<file path="src/rtl/fifo_async_pkg.sv">
// Shared definitions for the asynchronous FIFO pointer controllers.
// This file holds the default geometry and the Gray/binary conversion helpers.
// The write-side and read-side controllers both use these helpers.
package fifo_async_pkg;

  // Default geometry: 16-entry FIFO, almost_full at 12 entries.
  localparam int FIFO_ADDR_WIDTH = 4;
  localparam int FIFO_AFULL_TH   = 12;

  // The conversion helpers work on a word wide enough for any pointer.
  // Each caller zero-extends its pointer into this word and truncates the result.
  // Zero upper bits stay zero through both conversions, so the narrow
  // result is exact for any pointer up to GRAY_MAX_W bits.
  localparam int GRAY_MAX_W = 32;

  typedef logic [GRAY_MAX_W-1:0] gray_word_t;

  // Binary to reflected Gray code.
  function automatic gray_word_t bin2gray(input gray_word_t bin);
    return bin ^ (bin >> 1);
  endfunction

  // Reflected Gray code to binary. Each bit is the XOR of all Gray bits at or above it.
  function automatic gray_word_t gray2bin(input gray_word_t gray);
    gray_word_t bin;
    bin[GRAY_MAX_W-1] = gray[GRAY_MAX_W-1];
    for (int i = GRAY_MAX_W - 2; i >= 0; i--) begin
      bin[i] = bin[i+1] ^ gray[i];
    end
    return bin;
  endfunction

endpackage

</file>
<file path="src/rtl/fifo_sync_2ff.sv">
// Two-flop synchronizer for a Gray-coded pointer crossing into this clock domain.
// Only one bit of a Gray pointer changes per step. After the second flop the
// value is therefore either the old pointer or the new one, never a mix.
module fifo_sync_2ff #(
  parameter int WIDTH = 1
) (
  input  logic             clk,
  input  logic             rst,
  input  logic [WIDTH-1:0] d_async,
  output logic [WIDTH-1:0] q_sync
);

  logic [WIDTH-1:0] meta_d, meta_q;
  logic [WIDTH-1:0] sync_d, sync_q;

  // Next-state for the two synchronizer stages: a plain shift.
  always_comb begin
    meta_d = d_async;
    sync_d = meta_q;
  end

  // Synchronizer flops. A synchronous reset clears both stages.
  // NOTE: state flops use non-blocking assignments. Every flop then samples
  // pre-edge values, and the two stages stay a true two-cycle delay.
  always_ff @(posedge clk) begin
    if (rst) begin
      meta_q <= '0;
      sync_q <= '0;
    end else begin
      meta_q <= meta_d;
      sync_q <= sync_d;
    end
  end

  assign q_sync = sync_q;

endmodule

</file>
<file path="src/rtl/fifo_async_wr_ctrl.sv">
// Write-domain pointer controller for an asynchronous FIFO.
// It drives the RAM write port and keeps the binary and Gray write pointers.
// It synchronizes the read pointer from the read domain and derives the
// full, almost_full, occupancy and sticky overflow status.
// The status is pessimistic: a read becomes visible two edges late, so the
// controller can never overrun the RAM.
// ADDR_WIDTH must be at least 2.
module fifo_async_wr_ctrl
  import fifo_async_pkg::*;
#(
  parameter int ADDR_WIDTH = FIFO_ADDR_WIDTH,
  parameter int AFULL_TH   = FIFO_AFULL_TH
) (
  input  logic                  clk,
  input  logic                  rst,
  input  logic                  wr_req,
  output logic                  wr_accept,
  output logic                  ram_wen,
  output logic [ADDR_WIDTH-1:0] ram_waddr,
  input  logic [ADDR_WIDTH:0]   rptr_gray_async,
  output logic [ADDR_WIDTH:0]   wptr_gray,
  output logic                  full,
  output logic                  almost_full,
  output logic [ADDR_WIDTH:0]   wr_count,
  output logic                  overflow,
  input  logic                  ovf_clr
);

  // Pointers carry one extra wrap bit, which tells a full FIFO from an empty one.
  localparam int PTR_W = ADDR_WIDTH + 1;
  localparam logic [PTR_W-1:0] AFULL_TH_P = PTR_W'(AFULL_TH);

  // Registered state.
  logic [PTR_W-1:0] wbin_d,        wbin_q;
  logic [PTR_W-1:0] wptr_gray_d,   wptr_gray_q;
  logic             full_d,        full_q;
  logic             almost_full_d, almost_full_q;
  logic [PTR_W-1:0] wr_count_d,    wr_count_q;
  logic             overflow_d,    overflow_q;

  // Combinational intermediates.
  logic             accept;
  logic [PTR_W-1:0] rq2;
  logic [PTR_W-1:0] rbin_sync;
  logic [PTR_W-1:0] rgray_full;
  logic [PTR_W-1:0] occupancy;

  // Read-pointer synchronizer (rq1/rq2). rq2 is safe to use in this domain.
  fifo_sync_2ff #(
    .WIDTH (PTR_W)
  ) u_rptr_sync (
    .clk     (clk),
    .rst     (rst),
    .d_async (rptr_gray_async),
    .q_sync  (rq2)
  );

  // Accept decision. A write is refused while full. It is also refused
  // during reset, so no RAM write can occur while the pointer is cleared.
  always_comb begin
    accept = wr_req & ~full_q & ~rst;
  end

  // Next-state for pointers and status, all based on the post-write pointer.
  // NOTE: every signal assigned in this block gets a value on every path,
  // which keeps the block free of inferred latches.
  always_comb begin
    wbin_d      = wbin_q + {{ADDR_WIDTH{1'b0}}, accept};
    wptr_gray_d = PTR_W'(bin2gray(GRAY_MAX_W'(wbin_d)));

    // The FIFO is full when the write pointer is one lap ahead of the read pointer.
    // In Gray code that means the top two bits are inverted and the rest are equal.
    rgray_full  = {~rq2[PTR_W-1:PTR_W-2], rq2[PTR_W-3:0]};
    full_d      = (wptr_gray_d == rgray_full);

    // Occupancy uses the late read pointer, so it never under-reports.
    rbin_sync     = PTR_W'(gray2bin(GRAY_MAX_W'(rq2)));
    occupancy     = wbin_d - rbin_sync;
    wr_count_d    = occupancy;
    almost_full_d = (occupancy >= AFULL_TH_P);

    // A refused request sets overflow. If a clear arrives in the same cycle, the set wins.
    overflow_d = overflow_q;
    if (wr_req && full_q) begin
      overflow_d = 1'b1;
    end else if (ovf_clr) begin
      overflow_d = 1'b0;
    end
  end

  // Pointer and status registers. Reset takes priority over every other input.
  always_ff @(posedge clk) begin
    if (rst) begin
      wbin_q        <= '0;
      wptr_gray_q   <= '0;
      full_q        <= 1'b0;
      almost_full_q <= 1'b0;
      wr_count_q    <= '0;
      overflow_q    <= 1'b0;
    end else begin
      wbin_q        <= wbin_d;
      wptr_gray_q   <= wptr_gray_d;
      full_q        <= full_d;
      almost_full_q <= almost_full_d;
      wr_count_q    <= wr_count_d;
      overflow_q    <= overflow_d;
    end
  end

  // Output mapping. The Gray pointer sent to the read domain comes straight from a flop.
  assign wr_accept   = accept;
  assign ram_wen     = accept;
  assign ram_waddr   = wbin_q[ADDR_WIDTH-1:0];
  assign wptr_gray   = wptr_gray_q;
  assign full        = full_q;
  assign almost_full = almost_full_q;
  assign wr_count    = wr_count_q;
  assign overflow    = overflow_q;

endmodule
</file>
<file path="config.mk">
export PLATFORM = sky130hd
export DESIGN_NAME = fifo_async_wr_ctrl
export DESIGN_NICKNAME = d
export VERILOG_FILES = /design/src/rtl/fifo_async_pkg.sv /design/src/rtl/fifo_sync_2ff.sv /design/src/rtl/fifo_async_wr_ctrl.sv
export SDC_FILE = /design/constraint.sdc
export NUM_CORES = 1
export LEC_CHECK = 0
export BUFFER_PORTS_ARGS = -buffer_cell sky130_fd_sc_hd__buf_2
export CAP_MARGIN = 20
export CORE_MARGIN = 8
export CORE_UTILIZATION = 50
export DETAILED_ROUTE_END_ITERATION = 7
export PLACE_DENSITY = 0.75
export SLEW_MARGIN = 20
export SYNTH_ARGS = -nofsm -noshare
export SYNTH_HDL_FRONTEND = slang
export SYNTH_SLANG_ARGS = --single-unit
</file>
<file path="constraint.sdc">
create_clock -name clk -period 3.6 [get_ports clk]
set_clock_uncertainty 0.2 [all_clocks]
set_input_delay 0.36 -clock clk [delete_from_list [all_inputs] [get_ports clk]]
set_output_delay 0.36 -clock clk [all_outputs]
set_load 0.02 [all_outputs]
</file>
=== Word level (Yosys, flattened, before mapping) ===
Index checks and enable logic that the tools add are counted.

* Flip-flop bits (word level): 28
* Bits of input ports: 9
* Word-level logic and storage cells: 26

* Add/subtract/negate cells: 2
* $lt $le $gt $ge: 1
* Equality and inequality tests: 1
* Mux-type cells: 2
* Bitwise gates (word level): 10
* Reductions and logical operators: 2

{| class="wikitable"
|+ Operator list
! kind !! count
|-
| 5-bit by 1-bit adder with 5-bit output || 1
|-
| 5-bit equality test || 1
|-
| 5-bit by 4-bit greater-or-equal comparator with 1-bit output, second input constant || 1
|-
| 5-bit subtractor || 1
|-
| 5-bit by 4-bit bitwise XOR with 5-bit output || 1
|-
| 1-bit bitwise XOR || 4
|-
| 1-bit bitwise AND || 2
|-
| 1-bit 2-to-1 mux || 2
|-
| 1-bit inverter || 2
|-
| 2-bit inverter || 1
|-
| 2-bit nonzero test || 1
|-
| 1-bit logical AND || 1
|}

=== Logic depth before layout (Yosys ltp) ===
* Depth after elaboration: 6
* Mapped depth: 11
* Gate-level depth less buffers: 11

=== Hierarchy ===
Synthesis repeated with hierarchy kept, for this count alone.

* Cell total of the unflattened synthesis: 103
* Area, all modules: 1086.0 µm²

{| class="wikitable"
|+ By module, submodules not included
! module !! times used !! cells an instance !! area an instance (µm²) !! sequential area each (µm²)
|-
| fifo_async_wr_ctrl || 1 || 83 || 823.3 || 340.3
|-
| fifo_sync_2ff || 1 || 20 || 262.8 || 200.2
|}

=== Worst setup path before layout ===
No wires, ideal clock.

* Path type: input to register
* From: in rst
* To: reg wr_count_q[4], in the netlist wr_count[4]
* Arrival: 3.062 ns
* Setup slack: 0.223 ns
* Cell stages on the path: 10
* Buffers on the path: 1
* Cell sequence: clkbuf_1 nor3b_1 ha_1 ha_1 xor2_2 ha_1 a21o_1 a21oi_1 xnor3_1 and2_1

* Word-level cells in the longest chain between the ends: 4

{| class="wikitable"
|+ Ends and longest elaborated chain
! element !! line !! source
|-
| start: declaration || fifo_async_wr_ctrl.sv:15 || <nowiki>input logic rst,</nowiki>
|-
| 1-bit inverter || fifo_async_wr_ctrl.sv:61 || <nowiki>accept = wr_req & ~full_q & ~rst;</nowiki>
|-
| 1-bit bitwise AND || fifo_async_wr_ctrl.sv:61 ||
|-
| net ram_wen || fifo_async_wr_ctrl.sv:18 || <nowiki>output logic ram_wen,</nowiki>
|-
| 5-bit by 1-bit adder with 5-bit output || fifo_async_wr_ctrl.sv:68 || <nowiki>wbin_d = wbin_q + {{ADDR_WIDTH{1'b0}}, accept};</nowiki>
|-
| net wbin_d[2] || fifo_async_wr_ctrl.sv:34 || <nowiki>logic [PTR_W-1:0] wbin_d, wbin_q;</nowiki>
|-
| 5-bit subtractor || fifo_async_wr_ctrl.sv:78 || <nowiki>occupancy = wbin_d - rbin_sync;</nowiki>
|-
| end signal: assignment || fifo_async_wr_ctrl.sv:105 || <nowiki>wr_count_q <= wr_count_d;</nowiki>
|-
| end: declaration || fifo_async_wr_ctrl.sv:38 || <nowiki>logic [PTR_W-1:0] wr_count_d, wr_count_q;</nowiki>
|}

The timed path passes the listed nets, and every way through them passes these cells.
A chain may end at the register's enable or synchronous reset.

=== Worst setup path after layout ===
* From: reg full_q, in the netlist full
* To: reg wr_count_q[4], in the netlist wr_count[4]

* Word-level cells in the longest chain between the ends: 5

{| class="wikitable"
|+ Ends and longest elaborated chain
! element !! line !! source
|-
| start: declaration || fifo_async_wr_ctrl.sv:36 || <nowiki>logic full_d, full_q;</nowiki>
|-
| start signal: assignment || fifo_async_wr_ctrl.sv:103 || <nowiki>full_q <= full_d;</nowiki>
|-
| 1-bit inverter || fifo_async_wr_ctrl.sv:61 ||
|-
| 1-bit bitwise AND (2 in a row) || fifo_async_wr_ctrl.sv:61 ||
|-
| 5-bit by 1-bit adder with 5-bit output || fifo_async_wr_ctrl.sv:68 ||
|-
| net wbin_d[2] || fifo_async_wr_ctrl.sv:34 ||
|-
| 5-bit subtractor || fifo_async_wr_ctrl.sv:78 ||
|}

The timed path passes the listed nets, and every way through them passes these cells.

==> metrics.cfg <==
[grt]
gr-total-overflow = 0
grt_pass1_wl_mm = 3.52
antenna_found_initial = 0
grt_max_degree = 24
grtUsageTotal = 0.108
grt_pass1_vias = 823

[critical_path]
path_max_fanout = 5
crit_top_cell = ha_1
r2r-start = full
worst_path_max_delay_cell = dfxtp_1
cp_data_arrival_time_ns = 2.92
critPathLaunchType = register
required_ns = 3.63
r2r-end = wr_count[4]
criticalPathCategory = reg2reg
cpPeakStageDelay_ns = 0.35
reg2reg_depth = 9
crit_chain = nor3b_1 > ha_1 > ha_1 > xor2_2 > ha_1 > a21o_1 > a21oi_1 > xnor3_1 > and2_1
end_kind = register
reg2reg_slack_ns = 0.71

[timing]
layout_setup_ws_ns = 0.714
setup_viol = 0
drv_slew = 0
relSlewSlack = 0.639
fin_tns_setup_ns = 0
hold_slack_ns = 0.0375
final-hold-violation-count = 0
max_freq_ghz = 0.346
tightest_slew_ns = 0.540
finalCriticalPeriod_ns = 2.89
rsz0062_at_grt = no
fin_crit_sh = 0.802

[pwr]
swShare = 0.285
peakVddDrop_mv = 0.331
p_leak_nw = 0.637
clkPwrFrac = 0.216
comb_power_share = 0.227
power_density_nw_per_um2 = 437
p_sw_mw = 0.168
internal_power_mw = 0.422
p_seq_frac = 0.557

[finish]
ff_latch_area_um2 = 541
nets = 160
syn2layout_area_growth_pct = 16.2
drive_above_1_share = 0.239
fill_cells = 196
multi_input_area_um2 = 582
diodes = 0
fin_cells = 170
final_cell_area_um2 = 1350

[synthesis]
synth_ff_type = dfxtp_1
synthArstFlopShare = 0
synth_cell_types = 28
synth_top_area_cell = dfxtp_1
synth-edff-count = 0
syn_inst = 113
syn_nets = 130
synth_seq_area_share = 0.465
synthTopCellsByArea = dfxtp_1, xnor2_1, ha_1
avgSynthCellArea_um2 = 10.3
yosysWarningCount = 0
synthesis.area_um2 = 1160
yosys.area.top_type_share = 0.465
ys_ff_latch = 27

[die]
fp.coreArea_um2 = 2210
dieWidth_um = 64.2
rows = 17
initial_core_util = 0.526
ios = 28
die_area_um2 = 4130
fp.dieH_um = 64.2

[outcome]
status = finished, final reports clean

[clock_network]
ctsHoldBuffers = 0
cts_buffers = 3
cts-root-buf = clkbuf_4
cts_tree = done
clock_latency_ns = 0.32
htreeDepth = 1
clk_pin_slew_ns = 0.13
clk_path_buf_depth = 2
cts_setup_buffers = 0
cts-resized-gates = 0
cts_sinks = 27

[route]
drc = 0
dr.pass1.iters = 3
via_per_inst = 4.78
routed_wl_mm = 2.17
ant_nets = 0
wl_per_cell_um = 12.8
via_count = 812
drt-initial-drc-count = 22

[hold_path]
holdCritStartpoint = rptr_gray_async[2]
holdPathEnd = u_rptr_sync.meta_q[2]
holdPathStages = 2
hold_path_class = in2reg

[placement]
hpwl_mm = 1.74
gp_congestion = 0.855
pre_cts_ws_ns = 0.572
placed_area_um2 = 1330
dp.cells = 166
io_buffers = 27

[flow_run]
cap_violations = 0

## logic make-up (layout without fill, tap and decap cells)
logic type      Yosys count  count (layout)  share of synthesized area
xor+xnor                 19              19                      0.161
simple gates             36              36                      0.171
buf+inv                  10              39                     0.0355
fa+ha+maj                 8               8                     0.0925
compound gates           13              13                     0.0753
flops                    27              27                      0.465
## cells in the final DEF, fill, tap and decap left out, types with 4 or more instances in the layout
cell type  instances
and2_1             4
buf_2             27
dfxtp_1           27
ha_1               7
inv_1              7
nor2_1            10
nor2b_1           11
xnor2_1           12
xor2_1             5
## cells in the mapped netlist, drive strengths merged, types with 2 or more instances
master and count:
nor2b 11, nand2 2, nand3 2, a21boi 2
o21ai 3, inv 7, a21oi 4, ha 7
nand2b 2, xnor2 12, dfxtp 27, xor2 6
nor2 10, and2 4, clkbuf 2, or3 2
## layer usage
metal,vias to the layer above,wire [um],track usage
met5,-,0,0
met4,0,58,0.0817
met3,4,167,0.0418
met2,22,951,0.168
met1,366,990,0.116
li1,420,-,-
## cell type report
class / instances / share of cell area
well taps: 28 / 0.0259
repair buffers: 28 / 0.105
inverters: 7 / 0.0194
multi-input cells: 76 / 0.430
flip-flops and latches: 27 / 0.400
clock buffers: 4 / 0.0194
## stage by stage
step                       util  total power, mW
after global placement    0.600            0.468
after CTS                 0.611            0.598
after detailed placement  0.600            0.472
after global routing      0.611            0.625
final                     0.611            0.591
after floorplan               -            0.433
## flip-flops by register name (all words and copies together) (netlist names)
register	flops
full	1
wptr_gray	4
u_rptr_sync.q_sync	5
wbin_q	5
almost_full	1
overflow	1
u_rptr_sync.meta_q	5
wr_count	5
## worst max-delay path by stage
stage / start / endpoint / slack, ns
2_1_floorplan: rst / wr_count[4] / 0.22
6_report: full / wr_count[4] / 0.71
4_1_cts: u_rptr_sync.q_sync[4] / wr_count[4] / 0.70
3_3_place_gp: rst / wr_count[4] / 0.68
3_5_place_dp: rst / wr_count[4] / 0.57
5_1_grt: u_rptr_sync.q_sync[3] / wr_count[4] / 0.48
## power groups by stage
| stage | registers (mW) | clock network [mW] | logic, mW |
|---|---|---|---|
| 3_5_place_dp | 0.336 | 0 | 0.136 |
| 2_1_floorplan | 0.358 | 0 | 0.0742 |
| 4_1_cts | 0.329 | 0.132 | 0.137 |
| 3_3_place_gp | 0.335 | 0 | 0.133 |
| 5_1_grt | 0.331 | 0.146 | 0.147 |
| 6_report | 0.329 | 0.127 | 0.134 |
## worst max-delay path: cells and delay by family (launching register included)
family / cells / cell delay, ns
and+or+nand+nor: 2 / 0.47
DFF: 1 / 0.35
adders and majority gates: 3 / 0.89
AOI/OAI and AO/OA: 2 / 0.34
xor gates and xnor gates: 2 / 0.55
No activity file was read; power rests on OpenSTA's default activity.
